`src/rtl/db_bs_gen_pkg.sv`:
```
// Shared constants for the deblocking boundary-strength generator:
// MV RAM address bases, MV threshold, BS encodings, block count.
package db_bs_gen_pkg;

  localparam int FMV_WIDTH_DEF = 10;

  localparam int ADDR_TOP_BASE  = 64;
  localparam int ADDR_LEFT_BASE = 72;
  localparam int MV_THR_DEF     = 4;
  localparam int BLK_CNT        = 64;
  localparam logic [5:0] BLK_LAST = 6'(BLK_CNT - 1);

  typedef logic [1:0] bs_t;

  localparam bs_t BS_NONE  = 2'd0;
  localparam bs_t BS_WEAK  = 2'd1;
  localparam bs_t BS_INTRA = 2'd2;

  // Picture-boundary edges are never filtered; intra overrides the MV result.
  function automatic bs_t edge_bs(input logic no_filter, input logic intra,
                                  input logic mv_hit);
    if (no_filter)  return BS_NONE;
    else if (intra) return BS_INTRA;
    else if (mv_hit) return BS_WEAK;
    else            return BS_NONE;
  endfunction

endpackage

```
`src/rtl/db_bs_mv_cmp.sv`:
```
// Combinational MV compare: BS=1 when either component differs by at least
// MV_THR quarter-pels. Differences are formed one bit wider than a component
// so the full signed range cannot overflow.
module db_bs_mv_cmp #(
  parameter int FMV_WIDTH = 10,
  parameter int MV_THR    = 4
) (
  input  logic [2*FMV_WIDTH-1:0] mv_a_i,
  input  logic [2*FMV_WIDTH-1:0] mv_b_i,
  output logic                   bs_o
);

  localparam logic [FMV_WIDTH:0] THR = (FMV_WIDTH+1)'(MV_THR);
  localparam logic [FMV_WIDTH:0] ONE = (FMV_WIDTH+1)'(1);

  logic [FMV_WIDTH-1:0] ax, ay, bx, by;
  logic [FMV_WIDTH:0]   dx, dy, adx, ady;

  // Sign-extended component differences, their magnitudes and the threshold test
  always_comb begin
    ax  = mv_a_i[FMV_WIDTH-1:0];
    ay  = mv_a_i[2*FMV_WIDTH-1:FMV_WIDTH];
    bx  = mv_b_i[FMV_WIDTH-1:0];
    by  = mv_b_i[2*FMV_WIDTH-1:FMV_WIDTH];
    dx  = {ax[FMV_WIDTH-1], ax} - {bx[FMV_WIDTH-1], bx};
    dy  = {ay[FMV_WIDTH-1], ay} - {by[FMV_WIDTH-1], by};
    adx = dx[FMV_WIDTH] ? (~dx + ONE) : dx;
    ady = dy[FMV_WIDTH] ? (~dy + ONE) : dy;
    bs_o = (adx >= THR) || (ady >= THR);
  end

endmodule

```
`src/rtl/db_bs_gen.sv`:
```
// Boundary-strength generator. Walks the 64 8x8 blocks of one 64x64 LCU in
// raster order, reading current, left and top MVs from the MV RAM B port,
// and emits one vertical-edge and one horizontal-edge BS per block.
// Optional macro DB_BS_INTRA_EN adds intra_i: when latched high every
// non-picture-boundary edge gets BS=2.
//
// state   | meaning
// --------+-------------------------------------------------------
// IDLE    | waiting for start_i
// RD_CUR  | address the current block's MV
// RD_LEFT | address left neighbour, capture current MV
// RD_TOP  | address top neighbour, capture left MV
// WAIT    | last block's top MV arrives, BS of block 63 computed
module db_bs_gen
  import db_bs_gen_pkg::*;
#(
  parameter int FMV_WIDTH  = FMV_WIDTH_DEF,
  parameter int ADDR_WIDTH = 7,
  parameter int MV_THR     = MV_THR_DEF
) (
  input  logic                   clk,
  input  logic                   rst,
`ifdef DB_BS_INTRA_EN
  input  logic                   intra_i,
`endif
  input  logic                   start_i,
  input  logic                   pic_left_i,
  input  logic                   pic_top_i,
  output logic                   busy_o,
  output logic                   done_o,
  output logic                   cen_o,
  output logic                   ren_o,
  output logic                   wen_o,
  output logic [ADDR_WIDTH-1:0]  addr_o,
  input  logic [2*FMV_WIDTH-1:0] mv_i,
  output logic                   bs_valid_o,
  output logic [5:0]             bs_idx_o,
  output logic [1:0]             bs_v_o,
  output logic [1:0]             bs_h_o
);

  localparam logic [2:0] ST_IDLE    = 3'd0;
  localparam logic [2:0] ST_RD_CUR  = 3'd1;
  localparam logic [2:0] ST_RD_LEFT = 3'd2;
  localparam logic [2:0] ST_RD_TOP  = 3'd3;
  localparam logic [2:0] ST_WAIT    = 3'd4;

  logic [2:0]             state_q, state_d;
  logic [5:0]             blk_q, blk_d;
  logic                   pic_left_q, pic_left_d;
  logic                   pic_top_q, pic_top_d;
  logic [2*FMV_WIDTH-1:0] cur_q, cur_d;
  logic [2*FMV_WIDTH-1:0] left_q, left_d;
  logic                   pend_q, pend_d;
  logic [5:0]             pend_idx_q, pend_idx_d;
  logic                   bs_valid_q, bs_valid_d;
  logic                   done_q, done_d;
  logic [5:0]             bs_idx_q, bs_idx_d;
  bs_t                    bs_v_q, bs_v_d;
  bs_t                    bs_h_q, bs_h_d;
  logic                   intra_en;
`ifdef DB_BS_INTRA_EN
  logic                   intra_q, intra_d;
  assign intra_en = intra_q;
`else
  assign intra_en = 1'b0;
`endif

  logic cmp_left, cmp_top;
  logic [2:0] blk_x, blk_y, pend_x, pend_y;

  assign blk_x  = blk_q[2:0];
  assign blk_y  = blk_q[5:3];
  assign pend_x = pend_idx_q[2:0];
  assign pend_y = pend_idx_q[5:3];

  // Left edge: captured current MV vs captured left MV
  db_bs_mv_cmp #(.FMV_WIDTH(FMV_WIDTH), .MV_THR(MV_THR)) u_cmp_left (
    .mv_a_i (cur_q),
    .mv_b_i (left_q),
    .bs_o   (cmp_left)
  );

  // Top edge: top MV is used straight off the RAM data bus
  db_bs_mv_cmp #(.FMV_WIDTH(FMV_WIDTH), .MV_THR(MV_THR)) u_cmp_top (
    .mv_a_i (cur_q),
    .mv_b_i (mv_i),
    .bs_o   (cmp_top)
  );

  // Sequencer: state, block counter, boundary latches and MV capture
  always_comb begin
    state_d    = state_q;
    blk_d      = blk_q;
    pic_left_d = pic_left_q;
    pic_top_d  = pic_top_q;
    cur_d      = cur_q;
    left_d     = left_q;
    pend_d     = 1'b0;
    pend_idx_d = pend_idx_q;
`ifdef DB_BS_INTRA_EN
    intra_d    = intra_q;
`endif
    case (state_q)
      ST_IDLE: begin
        if (start_i) begin
          state_d    = ST_RD_CUR;
          blk_d      = 6'd0;
          pic_left_d = pic_left_i;
          pic_top_d  = pic_top_i;
`ifdef DB_BS_INTRA_EN
          intra_d    = intra_i;
`endif
        end
      end
      ST_RD_CUR:  state_d = ST_RD_LEFT;
      ST_RD_LEFT: begin
        cur_d   = mv_i;
        state_d = ST_RD_TOP;
      end
      ST_RD_TOP: begin
        left_d     = mv_i;
        pend_d     = 1'b1;
        pend_idx_d = blk_q;
        if (blk_q == BLK_LAST) begin
          state_d = ST_WAIT;
        end else begin
          state_d = ST_RD_CUR;
          blk_d   = blk_q + 6'd1;
        end
      end
      ST_WAIT: state_d = ST_IDLE;
      default: state_d = ST_IDLE;
    endcase
  end

  // BS results for the block whose top MV is on the bus this cycle
  always_comb begin
    bs_valid_d = pend_q;
    done_d     = pend_q && (pend_idx_q == BLK_LAST);
    bs_idx_d   = bs_idx_q;
    bs_v_d     = bs_v_q;
    bs_h_d     = bs_h_q;
    if (pend_q) begin
      bs_idx_d = pend_idx_q;
      bs_v_d   = edge_bs(pic_left_q && (pend_x == 3'd0), intra_en, cmp_left);
      bs_h_d   = edge_bs(pic_top_q && (pend_y == 3'd0), intra_en, cmp_top);
    end
  end

  // RAM address per read state; zero outside reads
  always_comb begin
    addr_o = '0;
    case (state_q)
      ST_RD_CUR:  addr_o = ADDR_WIDTH'(blk_q);
      ST_RD_LEFT: addr_o = (blk_x != 3'd0) ? ADDR_WIDTH'(blk_q - 6'd1)
                         : ADDR_WIDTH'(ADDR_LEFT_BASE) + ADDR_WIDTH'(blk_y);
      ST_RD_TOP:  addr_o = (blk_y != 3'd0) ? ADDR_WIDTH'(blk_q - 6'd8)
                         : ADDR_WIDTH'(ADDR_TOP_BASE) + ADDR_WIDTH'(blk_x);
      default:    addr_o = '0;
    endcase
  end

  // State and output registers
  always_ff @(posedge clk or posedge rst) begin
    if (rst) begin
      state_q    <= ST_IDLE;
      blk_q      <= '0;
      pic_left_q <= 1'b0;
      pic_top_q  <= 1'b0;
      cur_q      <= '0;
      left_q     <= '0;
      pend_q     <= 1'b0;
      pend_idx_q <= '0;
      bs_valid_q <= 1'b0;
      done_q     <= 1'b0;
      bs_idx_q   <= '0;
      bs_v_q     <= BS_NONE;
      bs_h_q     <= BS_NONE;
`ifdef DB_BS_INTRA_EN
      intra_q    <= 1'b0;
`endif
    end else begin
      state_q    <= state_d;
      blk_q      <= blk_d;
      pic_left_q <= pic_left_d;
      pic_top_q  <= pic_top_d;
      cur_q      <= cur_d;
      left_q     <= left_d;
      pend_q     <= pend_d;
      pend_idx_q <= pend_idx_d;
      bs_valid_q <= bs_valid_d;
      done_q     <= done_d;
      bs_idx_q   <= bs_idx_d;
      bs_v_q     <= bs_v_d;
      bs_h_q     <= bs_h_d;
`ifdef DB_BS_INTRA_EN
      intra_q    <= intra_d;
`endif
    end
  end

  assign busy_o     = (state_q != ST_IDLE);
  assign cen_o      = !((state_q == ST_RD_CUR) || (state_q == ST_RD_LEFT) ||
                        (state_q == ST_RD_TOP));
  assign ren_o      = !busy_o;
  assign wen_o      = 1'b1;
  assign done_o     = done_q;
  assign bs_valid_o = bs_valid_q;
  assign bs_idx_o   = bs_idx_q;
  assign bs_v_o     = bs_v_q;
  assign bs_h_o     = bs_h_q;

endmodule

```
`config.mk`:
```
export PLATFORM = sky130hd
export DESIGN_NAME = db_bs_gen
export DESIGN_NICKNAME = d
export VERILOG_FILES = /design/src/rtl/db_bs_gen_pkg.sv /design/src/rtl/db_bs_mv_cmp.sv /design/src/rtl/db_bs_gen.sv
export SDC_FILE = /design/constraint.sdc
export NUM_CORES = 1
export LEC_CHECK = 0
export BUFFER_PORTS_ARGS = -buffer_cell sky130_fd_sc_hd__buf_2
export CORE_MARGIN = 8
export CORE_UTILIZATION = 25
export DETAILED_ROUTE_END_ITERATION = 8
export PLACE_DENSITY_LB_ADDON = 0.1
export SYNTH_ARGS = -nofsm -noshare
export SYNTH_HDL_FRONTEND = slang
export SYNTH_SLANG_ARGS = --single-unit
export TNS_END_PERCENT = 30
```
`constraint.sdc`:
```
create_clock -name clk -period 4.81 [get_ports clk]
set_input_delay 0.481 -clock clk [delete_from_list [all_inputs] [get_ports clk]]
set_output_delay 0.481 -clock clk [all_outputs]
set_load 0.005 [all_outputs]
```
==> out/metrics.csv <==
stage,metric,value,unit
logic_synthesis,synth_area_per_cell,8.15,sq um
layout,fin_nets,811,
clock_network,root_buffer,clkbuf_16,
min_path,min_path_type,input pin to flop,
logic_synthesis,synth_compound_area_share,23.1,%
layout,finalNonFillerCells,1027,
critical_path,crit_path_start,cur_q[10],
layout,final_common_cell,nand2_1,
logic_synthesis,synth_mux_area_share,2.81,%
logic_synthesis,async_flop_share,100,%
logic_synthesis,yosys.area_share.simple,22.5,%
timing,hold_viol_final,0,
logic_synthesis,synth_xor_area_share,4.71,%
clock_network,clk_latency,340,ps
global_routing,grt_max_degree,69,
floorplanning,dieWidth,168,um
critical_path,startpoint_type,flop,
timing,tns,0,ps
logic_synthesis,yosysSeqAreaShare,29.7,%
floorplanning,coreArea,22600,sq um
drt,drt_wl_total,15800,um
drt,routedWlPerCell,15.4,um
place,port_buffers,44,
critical_path,cp_common_cell,inv_1,
clock_network,cts_buffer_depth,2,
layout,final_cell_mix,"nand2_1 (91), dfrtp_1 (68), o21ai_0 (65), inv_1 (59), nor2_1 (57)",
drt,first_pass_iters,5,
critical_path,path_max_fanout,7,
layout,syn_to_final_growth,13.9,%
logic_synthesis,yosys_warnings,0,
clock_network,path_clk_slew,60,ps
logic_synthesis,synth_edf_count,0,
drt,drt_iter0_drc,366,
run,maxCapViolCount,0,
clock_network,cts_buffers,9,
logic_synthesis,netlist_area,5740,sq um
drt,postRouteAntennaNets,0,
timing,fmax,308,MHz
place,gp_congestion,0.803,
logic_synthesis,synth_top_family_by_area,compound AO/OA/AOI/OAI gates,
drt,vias,5066,
critical_path,crit_type,flop to flop,
layout,drive_above_1_share,12.8,%
floorplanning,rows,55,
timing,relSlewSlack,38.6,%
critical_path,cp.arrival,3460,ps
timing,finalClockSkew,9.10,ps
timing,setup_violations,0,
place,dpl.cell_count,1011,
timing,final.period_utilization,67.5,%
critical_path,required,5020,ps
global_routing,antenna_found_initial,0,
clock_network,cts-htree-levels,3,
critical_path,r2r_setup_slack,1560,ps
critical_path,crit_path_cell_trace,"inv_1, ha_1, inv_1, fa_1, a211o_1, a21oi_2, nor2_1, nor4b_4, a21boi_1, o32ai_1, o2111ai_1, a2111oi_2, a31oi_1",
logic_synthesis,synth_top_area_share,29.7,%
drt,drc_errors,0,
timing,worst_slew_pin_slew,921,ps
logic_synthesis,synth_top_cell_by_area,dfrtp_1,
place,hpwlAfterDp,12200,um
clock_network,cts_setup_buffers,0,
drt,avgViaCountPerCell,4.93,
floorplanning,ios,48,
layout,diodes,0,
critical_path,cp_slowest_stage_delay,420,ps
clock_network,clock_sinks,68,
logic_synthesis,synth_fa_ha_area_share,11.2,%
timing,final_max_slew_viol_count,0,
clock_network,post_cts_resized,0,
logic_synthesis,synth_ff_type,dfrtp_1,
global_routing,grt_pass1_vias,4948,
floorplanning,die_area,28100,sq um
global_routing,track_usage,11.5,%
clock_network,cts_hold_buf,0,
timing,whs,368,ps
timing,grt_setup_unrepaired,no,
logic_synthesis,ys_ff_latch,68,
timing,fin_crit,3250,ps
run_status,status,finished clean,
floorplanning,floorplan.initialDensity,25.4,%
layout,final_util,29.0,%
logic_synthesis,netlist-cell-type-count,82,
global_routing,overflow,0,
logic_synthesis,synthTopCellsByArea,"dfrtp_1 (30%), ha_1 (9.8%), nand2_1 (6.0%), o21ai_0 (5.7%), inv_1 (3.9%)",
min_path,hold_start,mv_i[14],
critical_path,slowest_stage,fa_1,
floorplanning,dieHeight,168,um
critical_path,r2r-start,cur_q[10],
clock_network,cts_tree,done,
global_routing,grt_first_pass_wirelength,26300,um
logic_synthesis,postSynthCellCount,704,
critical_path,endpoint_kind,flop,
[flip-flops by register name, indices dropped and copies added, names as in the netlist, 3 cells and up]
register	flops
blk_q	6
bs_idx_o	6
cur_q	20
left_q	20
pend_idx_q	6
state_q	3
[worst max-delay path: cells and delay by family, from the launching register on]
kind            cells  cell delay, ps
compound gates      7            1590
simple gates        2             460
fa+ha+maj           2             590
flops               1             360
buf+inv             2             150
[metal layers]
metal / vias up / share of wire [%] / GRT usage (%) / wire length [um]
met5: - / 0 / 0 / 0
met1: 2395 / 50 / 15.4 / 7840
met4: 0 / 0.71 / 2.56 / 112
met2: 98 / 46 / 18.5 / 7310
met3: 8 / 3.5 / 2.42 / 546
li1: 2565 / - / - / -
[worst paths after layout]
check,cells after the start,end
setup / recovery,13,bs_v_o[0]
hold / removal,3,left_q[14]
setup reg to reg,13,bs_v_o[0]
hold reg to reg,2,left_q[0]
max in group asynchronous,3,left_q[19]
min in group asynchronous,3,left_q[3]
[cells in the mapped netlist (all sizes together), types with 6 or more instances]
cell type / count
nor2b: 9
inv: 60
a21o: 6
nor3: 20
buf: 9
mux2i: 6
nand2b: 10
dfrtp: 68
mux2: 9
o211ai: 9
nand3: 20
nor2: 57
o21a: 8
nand2: 91
a21oi: 29
o22ai: 8
and2: 7
clkbuf: 17
or2: 7
ha: 45
xnor2: 17
and3: 10
xor2: 13
o21ai: 66
[cells by family after synthesis]
kind of cell | after synthesis
xor gates and xnor gates | 30
buffers and inverters | 86
and+or+nand+nor | 261
DFF | 68
muxes | 15
adders and majority gates | 49
AOI/OAI and AO/OA | 193
other | 2
[cell type report]
class                      count  area, sq um
clock inverter                 5         58.8
clock buffer                  11          253
sequential                    68         1700
multi-input combinational    551         3700
fill                        2436        16000
tap                          285          357
inverter                      60          225
timing repair buffer          47          243
[stage by stage]
step           area (sq um)  setup WS [ps]
3_5_place_dp           6230           1480
2_1_floorplan          5740           1810
5_1_grt                6540           1310
3_3_place_gp           6230           1540
4_1_cts                6540           1570
6_report               6540           1560
Power is left out: the tool's default activity adds up to more than one toggle a clock period on the data nets, which glitch-free logic cannot reach.
